`config.mk`:
```
export PLATFORM = sky130hd
export DESIGN_NAME = servo_ramp_ctrl_flat
export DESIGN_NICKNAME = d
export VERILOG_FILES = /design/src/rtl/servo_ramp_if.sv /design/src/rtl/servo_ramp_ctrl.sv /design/src/flat_wrapper.sv
export SDC_FILE = /design/constraint.sdc
export NUM_CORES = 1
export LEC_CHECK = 0
export CAP_MARGIN = 10
export CORE_MARGIN = 8
export CORE_UTILIZATION = 40
export CTS_BUF_LIST = sky130_fd_sc_hd__clkbuf_2 sky130_fd_sc_hd__clkbuf_4 sky130_fd_sc_hd__clkbuf_8
export CTS_CLUSTER_DIAMETER = 120
export DETAILED_ROUTE_END_ITERATION = 8
export DONT_BUFFER_PORTS = 1
export HOLD_SLACK_MARGIN = 0.03
export PLACE_DENSITY = 0.61
export SYNTH_ARGS = -nofsm -noshare
export SYNTH_HDL_FRONTEND = slang
export SYNTH_SLANG_ARGS = --single-unit
```
`constraint.sdc`:
```
create_clock -name clk -period 9.21 [get_ports clk]
set_clock_uncertainty 0.2 [all_clocks]
set_input_delay 1.3815 -clock clk [delete_from_list [all_inputs] [get_ports clk]]
set_output_delay 1.3815 -clock clk [all_outputs]
set_load 0.005 [all_outputs]
```
`src/rtl/servo_ramp_if.sv`:
```
// rtl/servo_ramp_if.sv - command handshake and servo drive signals for servo_ramp_ctrl
interface servo_ramp_if;
    logic       cmd_valid;
    logic       cmd_ready;
    logic [9:0] cmd_target;
    logic       busy;
    logic [9:0] cur_n;
    logic       frame_start;
    logic       pwm_out;

    modport master (
        output cmd_valid,
        output cmd_target,
        input  cmd_ready,
        input  busy,
        input  cur_n,
        input  frame_start,
        input  pwm_out
    );

    modport slave (
        input  cmd_valid,
        input  cmd_target,
        output cmd_ready,
        output busy,
        output cur_n,
        output frame_start,
        output pwm_out
    );
endinterface

```
`src/rtl/servo_ramp_ctrl.sv`:
```
// rtl/servo_ramp_ctrl.sv - servo PWM generator that ramps pulse width toward commanded targets
module servo_ramp_ctrl #(
    parameter int CLK_DIV = 500,
    parameter int PERIOD  = 2000,
    parameter int N_MIN   = 100,
    parameter int N_MAX   = 200,
    parameter int N_INIT  = 150,
    parameter int STEP    = 2
) (
    input  logic          clk,
    input  logic          reset,
    servo_ramp_if.slave   bus
);
    localparam int DIV_W = $clog2(CLK_DIV);
    localparam int PER_W = $clog2(PERIOD + 1);

    localparam logic [0:0] S_IDLE = 1'b0;
    localparam logic [0:0] S_RAMP = 1'b1;

    localparam logic [10:0] MIN11  = 11'(N_MIN);
    localparam logic [10:0] MAX11  = 11'(N_MAX);
    localparam logic [10:0] STEP11 = 11'(STEP);

    logic [DIV_W-1:0] div_cnt;
    logic [PER_W-1:0] period;
    logic [9:0]       cur_n;
    logic [9:0]       target;
    logic [0:0]       state;
    logic             armed;
    logic             pwm_q;

    logic             tick;
    logic             wrap;
    logic             accept;
    logic [10:0]      req;
    logic [10:0]      clamped;
    logic [10:0]      cur11;
    logic [10:0]      tgt11;
    logic [10:0]      next_n;

    assign tick   = (div_cnt == DIV_W'(CLK_DIV - 1));
    assign wrap   = tick && (period == PER_W'(PERIOD));
    assign accept = bus.cmd_valid && bus.cmd_ready;

    assign req   = {1'b0, bus.cmd_target};
    assign cur11 = {1'b0, cur_n};
    assign tgt11 = {1'b0, target};

    always_comb begin
        clamped = req;
        if (req < MIN11)
            clamped = MIN11;
        else if (req > MAX11)
            clamped = MAX11;
    end

    // Step size is min(STEP, distance) so the final step lands exactly on target.
    always_comb begin
        next_n = cur11;
        if (tgt11 > cur11)
            next_n = ((tgt11 - cur11) > STEP11) ? (cur11 + STEP11) : tgt11;
        else if (cur11 > tgt11)
            next_n = ((cur11 - tgt11) > STEP11) ? (cur11 - STEP11) : tgt11;
    end

    always_ff @(posedge clk or posedge reset) begin
        if (reset) begin
            div_cnt <= '0;
            period  <= PER_W'(1);
            cur_n   <= 10'(N_INIT);
            target  <= 10'(N_INIT);
            state   <= S_IDLE;
            armed   <= 1'b0;
            pwm_q   <= 1'b0;
        end else begin
            armed   <= 1'b1;
            div_cnt <= tick ? '0 : div_cnt + DIV_W'(1);
            if (tick)
                period <= wrap ? PER_W'(1) : period + PER_W'(1);
            pwm_q <= (32'(period) <= 32'(cur_n));

            // cur_n only moves on a wrap so every frame carries one unaltered pulse.
            case (state)
                S_IDLE: begin
                    if (accept) begin
                        target <= clamped[9:0];
                        if (clamped != cur11)
                            state <= S_RAMP;
                    end
                end
                S_RAMP: begin
                    if (wrap) begin
                        cur_n <= next_n[9:0];
                        if (next_n == tgt11)
                            state <= S_IDLE;
                    end
                end
                default: state <= S_IDLE;
            endcase
        end
    end

    assign bus.cmd_ready   = armed && (state == S_IDLE);
    assign bus.busy        = (state == S_RAMP);
    assign bus.cur_n       = cur_n;
    assign bus.frame_start = wrap;
    assign bus.pwm_out     = pwm_q;
endmodule
```
`src/flat_wrapper.sv`:
```
// flat-port wrapper written by rule: the top's interface ports become plain ports
module servo_ramp_ctrl_flat 
#(
    parameter int CLK_DIV = 500,
    parameter int PERIOD  = 2000,
    parameter int N_MIN   = 100,
    parameter int N_MAX   = 200,
    parameter int N_INIT  = 150,
    parameter int STEP    = 2
)
  (clk, reset, bus_cmd_valid, bus_cmd_target, bus_cmd_ready, bus_busy, bus_cur_n, bus_frame_start, bus_pwm_out);
  servo_ramp_if bus_i ();
  input  logic clk;
  input  logic reset;
  input wire logic [$bits(bus_i.cmd_valid)-1:0] bus_cmd_valid;
  input wire logic [$bits(bus_i.cmd_target)-1:0] bus_cmd_target;
  output wire logic [$bits(bus_i.cmd_ready)-1:0] bus_cmd_ready;
  output wire logic [$bits(bus_i.busy)-1:0] bus_busy;
  output wire logic [$bits(bus_i.cur_n)-1:0] bus_cur_n;
  output wire logic [$bits(bus_i.frame_start)-1:0] bus_frame_start;
  output wire logic [$bits(bus_i.pwm_out)-1:0] bus_pwm_out;
  assign bus_i.cmd_valid = bus_cmd_valid;
  assign bus_i.cmd_target = bus_cmd_target;
  assign bus_cmd_ready = bus_i.cmd_ready;
  assign bus_busy = bus_i.busy;
  assign bus_cur_n = bus_i.cur_n;
  assign bus_frame_start = bus_i.frame_start;
  assign bus_pwm_out = bus_i.pwm_out;
  servo_ramp_ctrl #(.CLK_DIV(CLK_DIV), .PERIOD(PERIOD), .N_MIN(N_MIN), .N_MAX(N_MAX), .N_INIT(N_INIT), .STEP(STEP)) u_core (.clk(clk), .reset(reset), .bus(bus_i));
endmodule
```
==> results.md <==
* Critical setup path kind: reg2reg
* Area grow syn2layout at 3.61%
* Routability Congestion at 0.944
* Clk buf depth at 2
* Final Setup Violations at 0
* CP top delay family: compound AO/OA/AOI/OAI gates
* Clock Latency Late Sink at 0.30 ns
* Met3 Use GR at 3.04%
* Hold Path End: u_core.div_cnt[0]$_DFF_PP0_
* Diodes inserted at 0
* 1st-pass router iterations at 5
* Hold path depth at 1
* Post-synth cell types at 78
* Seq/Total Area, Yosys at between 20% and 30%
* Mapped Avg Cell Area at 7.81 um^2
* Total core area at 11,400 um^2
* Peak VDD IR at between 0.07 and 0.08 mV
* CTS tree: done
* CP startpoint kind: flop
* Port bufs at 0
* Worst Setup End Kind: flop
* Mapped cell area at 4650 um^2
* Critical path origin: u_core.bus.cur_n[6]$_DFFE_PP0P_
* Met1 Use GR at between 20% and 30%
* RR Endpoint: u_core.bus.busy$_DFF_PP0_
* GRT Max-Usage Layer: met2
* Slowest CP cell: dfrtp_1
* Total track usage at between 10% and 20%
* HPWL Detailed at ~11 mm
* Vias in the first global route at about 4,400
* Final Slew Violations at 0
* Hold_buf cts at 0
* Register bit total from synthesis at 43
* Critical path required time at 9.20 ns
* TNS Setup at 0 ns
* Clk root buf: clkbuf_8
* CTS H-tree depth at 2
* Max-capacitance violation count at 0
* Post-Syn Instances at 595
* Starting Density at 40.9%
* Slew headroom at slightly above 40%
* Die Span Y at 124 um
* RSZ-0062 raised after global routing: no
* Async set or reset register ratio after synthesis at between 90% and 100%
* Cell-by-cell trace of the critical path: inv_1 -> ha_1 -> nand4_1 -> nor4_1 -> a21o_1 -> a221oi_1 -> a21oi_1 -> mux2_2 -> o41ai_2 -> nand2_1
* Final Hold Fails at 0
* Pwr Density at roughly 68 nW/um^2
* Largest net degree at the start of global routing at 44
* Crit path buf inv count at 1
* Top-area cell type share of the netlist area at 18.3%
* Prevailing post-synth register cell: dfrtp_1
* Worst-path clk slew at ~0.080 ns
* First-pass GRT wire length at 23.0 mm
* DR WL/cell at 19.4 um
* Vias after detailed routing at about 4,600
* # clock sinks at 43
* Post-synth top area cell: dfrtp_1
* Number of buffers created by CTS at 5
* Worst-margin pin slew at 0.884 ns
* Hold Crit Start: u_core.div_cnt[0]$_DFF_PP0_
* Met2 GRT Util at 32.3%
* Post-synth EDFFs at 0
* Worst reg2reg path depth at 10
* Max FO, Critical Path at 16
* Final net count at 623
* Hold WC Path Type: reg2reg
* Arrival time worst endpoint at 4.66 ns
* F_max at 214 MHz
* Register-to-Register Setup Slack at 4.54 ns
* DIE WIDTH at 124 um
* DRC violations left at 0
* Syn_nets at 645
* Setup Buffers After CTS at 0
* Minimum clock period at 4.67 ns
* Site Rows at 39
* Reg-to-reg startpoint: u_core.bus.cur_n[6]$_DFFE_PP0P_
* Grt total ovfl at 0
* Routed Antenna Nets at 0
* Layout cell share with drive strength beyond 1 at 6.45%
* Main area contributors after synthesis: dfrtp_1, ha_1, dfstp_2
* Die Area at about 15,000 um^2
* DRT iter0 DRCs at 459
* Post-cts resize count at 0
* Outcome: finished, final reports clean
* Via density at between 6 and 7
* Yosys Warn Count at 0
* Period Utilization, post-route at 50.8%
* Antenna violations before repair at 0
* Final core occ at 42.4%
* Detailed Route WL at around 14 mm
* IO Pins at 27
* Leakage at roughly 1.9 nW
* Critical Path Max Stage Delay at approximately 0.80 ns
==> kinds of logic (layout without fill, tap and decap cells) <==
logic type | after synthesis | in the layout | synth area share, %
AO/OA/AOI/OAI | 197 | 197 | 29.4
XOR/XNOR | 39 | 39 | 7.35
adder cells (fa/ha/maj) | 37 | 37 | 10.3
buffers and inverters | 69 | 48 | 5.98
flip-flops | 43 | 43 | 23.4
multiplexers | 9 | 9 | 2.02
other | 1 | 1 | 0.0807
AND/OR/NAND/NOR | 200 | 200 | 21.5
==> through the flow <==
stage          area (um^2)  hold WS, ns  setup slack, ns  instances  power [W]
6_report              4820        0.260             4.54        717   0.000328
5_1_grt               4820        0.277             4.16        717   0.000340
4_1_cts               4820        0.265             4.58        717   0.000334
3_5_place_dp          4720        0.252             4.60        709   0.000203
3_3_place_gp          4720        0.247             4.65        709   0.000203
2_1_floorplan         4650        0.233             5.31        595   0.000200
==> worst register-to-register path, cell delays in order, from the launching register on <==
cell and delay (ns):
dfrtp_1 0.80, inv_1 0.38, ha_1 0.61, nand4_1 0.21, nor4_1 0.77, a21o_1 0.36
a221oi_1 0.15, a21oi_1 0.26, mux2_2 0.39, o41ai_2 0.34, nand2_1 0.08
==> Yosys cell counts, types with 4 or more instances <==
library cell / number
dfrtp_1: 34
clkbuf_1: 22
a21o_1: 10
or3_1: 6
o31ai_1: 6
nor3_1: 17
o211ai_1: 12
nor2b_1: 6
nand2b_1: 8
inv_1: 33
dfstp_2: 9
nand3_1: 21
o21a_1: 11
o221ai_1: 5
a221oi_1: 5
o21ai_0: 39
and3_1: 6
nor2_1: 46
ha_1: 35
a211oi_1: 8
nand2_1: 55
buf_2: 8
a31oi_1: 4
mux2i_1: 6
xnor2_1: 25
a21oi_1: 44
nand4_1: 10
nor4_1: 8
xor2_1: 14
==> placed cells by master, fill, tap and decap left out, types with 4 or more instances in the layout <==
| cell type | count |
|---|---|
| a211oi_1 | 8 |
| a31oi_1 | 4 |
| nor3_1 | 17 |
| a21oi_1 | 44 |
| buf_4 | 5 |
| nor4_1 | 7 |
| nor2_1 | 46 |
| o21a_1 | 11 |
| o211ai_1 | 12 |
| a21o_1 | 10 |
| o221ai_1 | 5 |
| o31ai_1 | 6 |
| nand4_1 | 10 |
| dfstp_2 | 9 |
| mux2i_1 | 6 |
| nor2b_1 | 6 |
| o21ai_0 | 39 |
| xnor2_1 | 25 |
| xor2_1 | 14 |
| a221oi_1 | 5 |
| nand3_1 | 21 |
| or3_1 | 6 |
| nand2_1 | 55 |
| and3_1 | 6 |
| ha_1 | 35 |
| dfrtp_1 | 34 |
| inv_1 | 32 |
| nand2b_1 | 8 |
| clkbuf_8 | 5 |
==> sequential cells by signal (all words and copies together) (netlist names) <==
| name | cells |
|---|---|
| u_core.bus.cur_n | 10 |
| u_core.period | 11 |
| u_core.bus.pwm_out | 1 |
| u_core.target | 10 |
| u_core.div_cnt | 9 |
| u_core.armed | 1 |
| u_core.bus.busy | 1 |
==> metal layers <==
| metal | part of all wire [%] | up-vias |
|---|---|---|
| met5 | 0 | - |
| met4 | 3.6 | 0 |
| met3 | 5.0 | 33 |
| met2 | 50 | 136 |
| met1 | 42 | 2259 |
| li1 | - | 2149 |
==> worst max-delay path by stage <==
| stage | endpoint | depth (start not counted) |
|---|---|---|
| after floorplan | u_core.bus.busy$_DFF_PP0_ | 14 |
| after global placement | u_core.bus.busy$_DFF_PP0_ | 10 |
| after detailed placement | u_core.bus.busy$_DFF_PP0_ | 13 |
| after CTS | u_core.bus.busy$_DFF_PP0_ | 13 |
| after global routing | u_core.bus.busy$_DFF_PP0_ | 11 |
| final | u_core.bus.busy$_DFF_PP0_ | 10 |
==> area by class of cell <==
| type | count | area, um^2 |
|---|---|---|
| clock buffers | 8 | 91.3 |
| fillers | 1168 | 6550 |
| inverters | 35 | 131 |
| multi-input cells | 483 | 3290 |
| flip-flops and latches | 43 | 1090 |
| well taps | 143 | 179 |
| repair buffers | 5 | 37.5 |
==> power breakdown <==
group	internal [W]	switching, W	leakage, nW	total (W)
combinational	0.00000290	0.00000711	1.30	0.0000100
sequential	0.000189	0.0000000345	0.525	0.000189
clock	0.0000629	0.0000663	0.0498	0.000129
Power figures use the tool's default switching activity.
==> RTL change: new RTL, same settings <==
`CLK_DIV` is set to 500 in 2 places; all go to 250.
--- a/src/rtl/servo_ramp_ctrl.sv
+++ b/src/rtl/servo_ramp_ctrl.sv
@@ -1,5 +1,5 @@
 // rtl/servo_ramp_ctrl.sv - servo PWM generator that ramps pulse width toward commanded targets
 module servo_ramp_ctrl #(
-    parameter int CLK_DIV = 500,
+    parameter int CLK_DIV = 250,
     parameter int PERIOD  = 2000,
     parameter int N_MIN   = 100,
--- a/src/flat_wrapper.sv
+++ b/src/flat_wrapper.sv
@@ -2,5 +2,5 @@
 module servo_ramp_ctrl_flat 
 #(
-    parameter int CLK_DIV = 500,
+    parameter int CLK_DIV = 250,
     parameter int PERIOD  = 2000,
     parameter int N_MIN   = 100,
Behaviour: no difference found for any inputs over 10 cycles, from zero or initial values and one cycle with reset high; that may be too few to reach the edited logic, so the function may still have changed.
==> RTL change against the original RTL <==
- cell area is 0.68% lower
- highest routed layer unchanged
- synthesized cell count decreased by 3.7%
- synthesized area increased by 0.13%
- wire length decreased by 2.1%
- fmax grew 1.5%
- sequential cell count fell by 1
- setup slack improved by 0.070 ns
- first-iteration DRC count decreased by 22%
- die area up 0.11%
Power is not compared: it rests on default switching activity, and its combinational part moved more than twofold at a synthesized area within 25%.
==> RTL change: results (changes against the original RTL) <==
r2r setup slk 4.61 ns (+0.07 ns); post-synthesis adder-cell area fraction 10.5% (+0.25 points); first-pass GRT wire length 21300 um (-7.2%); Least-Margin Pin Slew 1.16 ns (+0.273 ns); Reg clk slew, reported paths 0.10 ns (+0.02 ns); layout cell share with drive strength beyond 1 9.04% (+2.6 points); final worst setup slack 4.61 ns (+0.0700 ns); number of ordinary and repair buffers in the finished layout 4 (-1); global-route track usage on met2 30.2% (-2.2 points); worst hold slack after final layout 0.302 ns (+0.0419 ns); xor and xnor area share after synthesis 8.25% (+0.90 points); Non-CTS inverters 33 (-5.7%); final routed wire length divided by cell count 19.6 um (+0.90%); count of clock-net buffers in the final layout 5 (-3); unique cell type count in the Yosys netlist 80 (+2.6%); met3 GRT Util 2.45% (-0.59 points); Final Net Count 603 (-3.2%); P_int 0.371 mW; outcome finished, final reports clean; P_leak roughly 2 nW; Warnings, synthesis 0 (unchanged); Setup WS pre-CTS 4.69 ns (+0.0862 ns); proportion of synthesized chip area in sequential cells 22.8% (-0.57 points); CTS tree yes; Compound-Gate Fraction of Synth Area 26.4% (-3.1 points); global-route track usage on met1 21.9% (-0.68 points); top post-synthesis cells by count nand2_1 (44), nor2_1 (43), ha_1 (36); most area-consuming cells after synthesis dfrtp_1 (18%), ha_1 (9.7%), dfstp_2 (5.1%); part of the power in registers 34.8%; Max stage delay cell, worst path a2111oi_4; via count normalized by instance count 6.22 (-2.5%); Syn Inst Count 573 (-3.7%); total track usage 17.6% (-1.2 points); number of DRC violations after detailed-routing iteration 0 357 (-22%); fraction of synthesized area in multiplexers 2.45% (+0.43 points); delay of the slowest cell on the worst path 1.02 ns (+0.22 ns); Data buffer area share 0.628% (-0.15 points); post-detail-place hpwl 10200 um (-3.5%); share of the final layout cell area in multi-input gates 68.8% (+0.54 points); weighted congestion at the end of routability-driven global placement 0.894 (-5.3%); CP Max Fanout 17 (+1); Seq area share 22.2% (-0.37 points); clock-cell share of area 1.99% (+0.091 points); number of fill cells in the layout 1137 (-2.7%); number of multi-input combinational cells in the layout 466 (-3.5%); Post-DP Area 4690 sq um (-0.77%); routed length on met2 6610 um (-4.4%); number of flip-flops and latches 42 (-2.3%); final cell count without fillers 696 (-2.9%); placeable core region 11400 sq um (unchanged); Cell Count Post-Placement 688 (-3.0%); Synth Net Count 624 (-3.3%); maximum number of pins on one net before global-route repair 43 (-2.3%); via count of the first global-routing pass 4133 (-6.8%); wire length on met1 5910 um (+2.1%); input/output buffers 0 (unchanged); multi-input gate area in the final layout 3290 sq um (+0.11%); met3 wire len 705 um (+1.7%); data arrival time of the critical path 4.61 ns (-0.05 ns)
==> RTL change: cell types whose count changed after synthesis, sizes merged, moves of 7 or more <==
cell    before  now
nand3       21   29
nor3        17   29
nand2       55   44
a21oi       44   37
o21ai       41   27
buf         11   19
clkbuf      23   13
==> RTL change: kinds of logic after synthesis <==
logic type | count (synthesis)
AO/OA/AOI/OAI | 166
AND/OR/NAND/NOR | 207
multiplexers | 11
XOR/XNOR | 43
adder cells (fa/ha/maj) | 38
flip-flops | 42
buffers and inverters | 65
other | 1
==> RTL change: worst paths after layout <==
check                                     from                   to  depth (start not counted)
setup / recovery           u_core.bus.cur_n[3]  u_core.bus.cur_n[8]                         11
hold / removal               u_core.div_cnt[7]    u_core.div_cnt[7]                          1
setup reg to reg           u_core.bus.cur_n[3]  u_core.bus.cur_n[8]                         11
hold reg to reg              u_core.div_cnt[7]    u_core.div_cnt[7]                          1
max in group asynchronous                reset  u_core.bus.cur_n[1]                          2
min in group asynchronous                reset     u_core.period[4]                          2
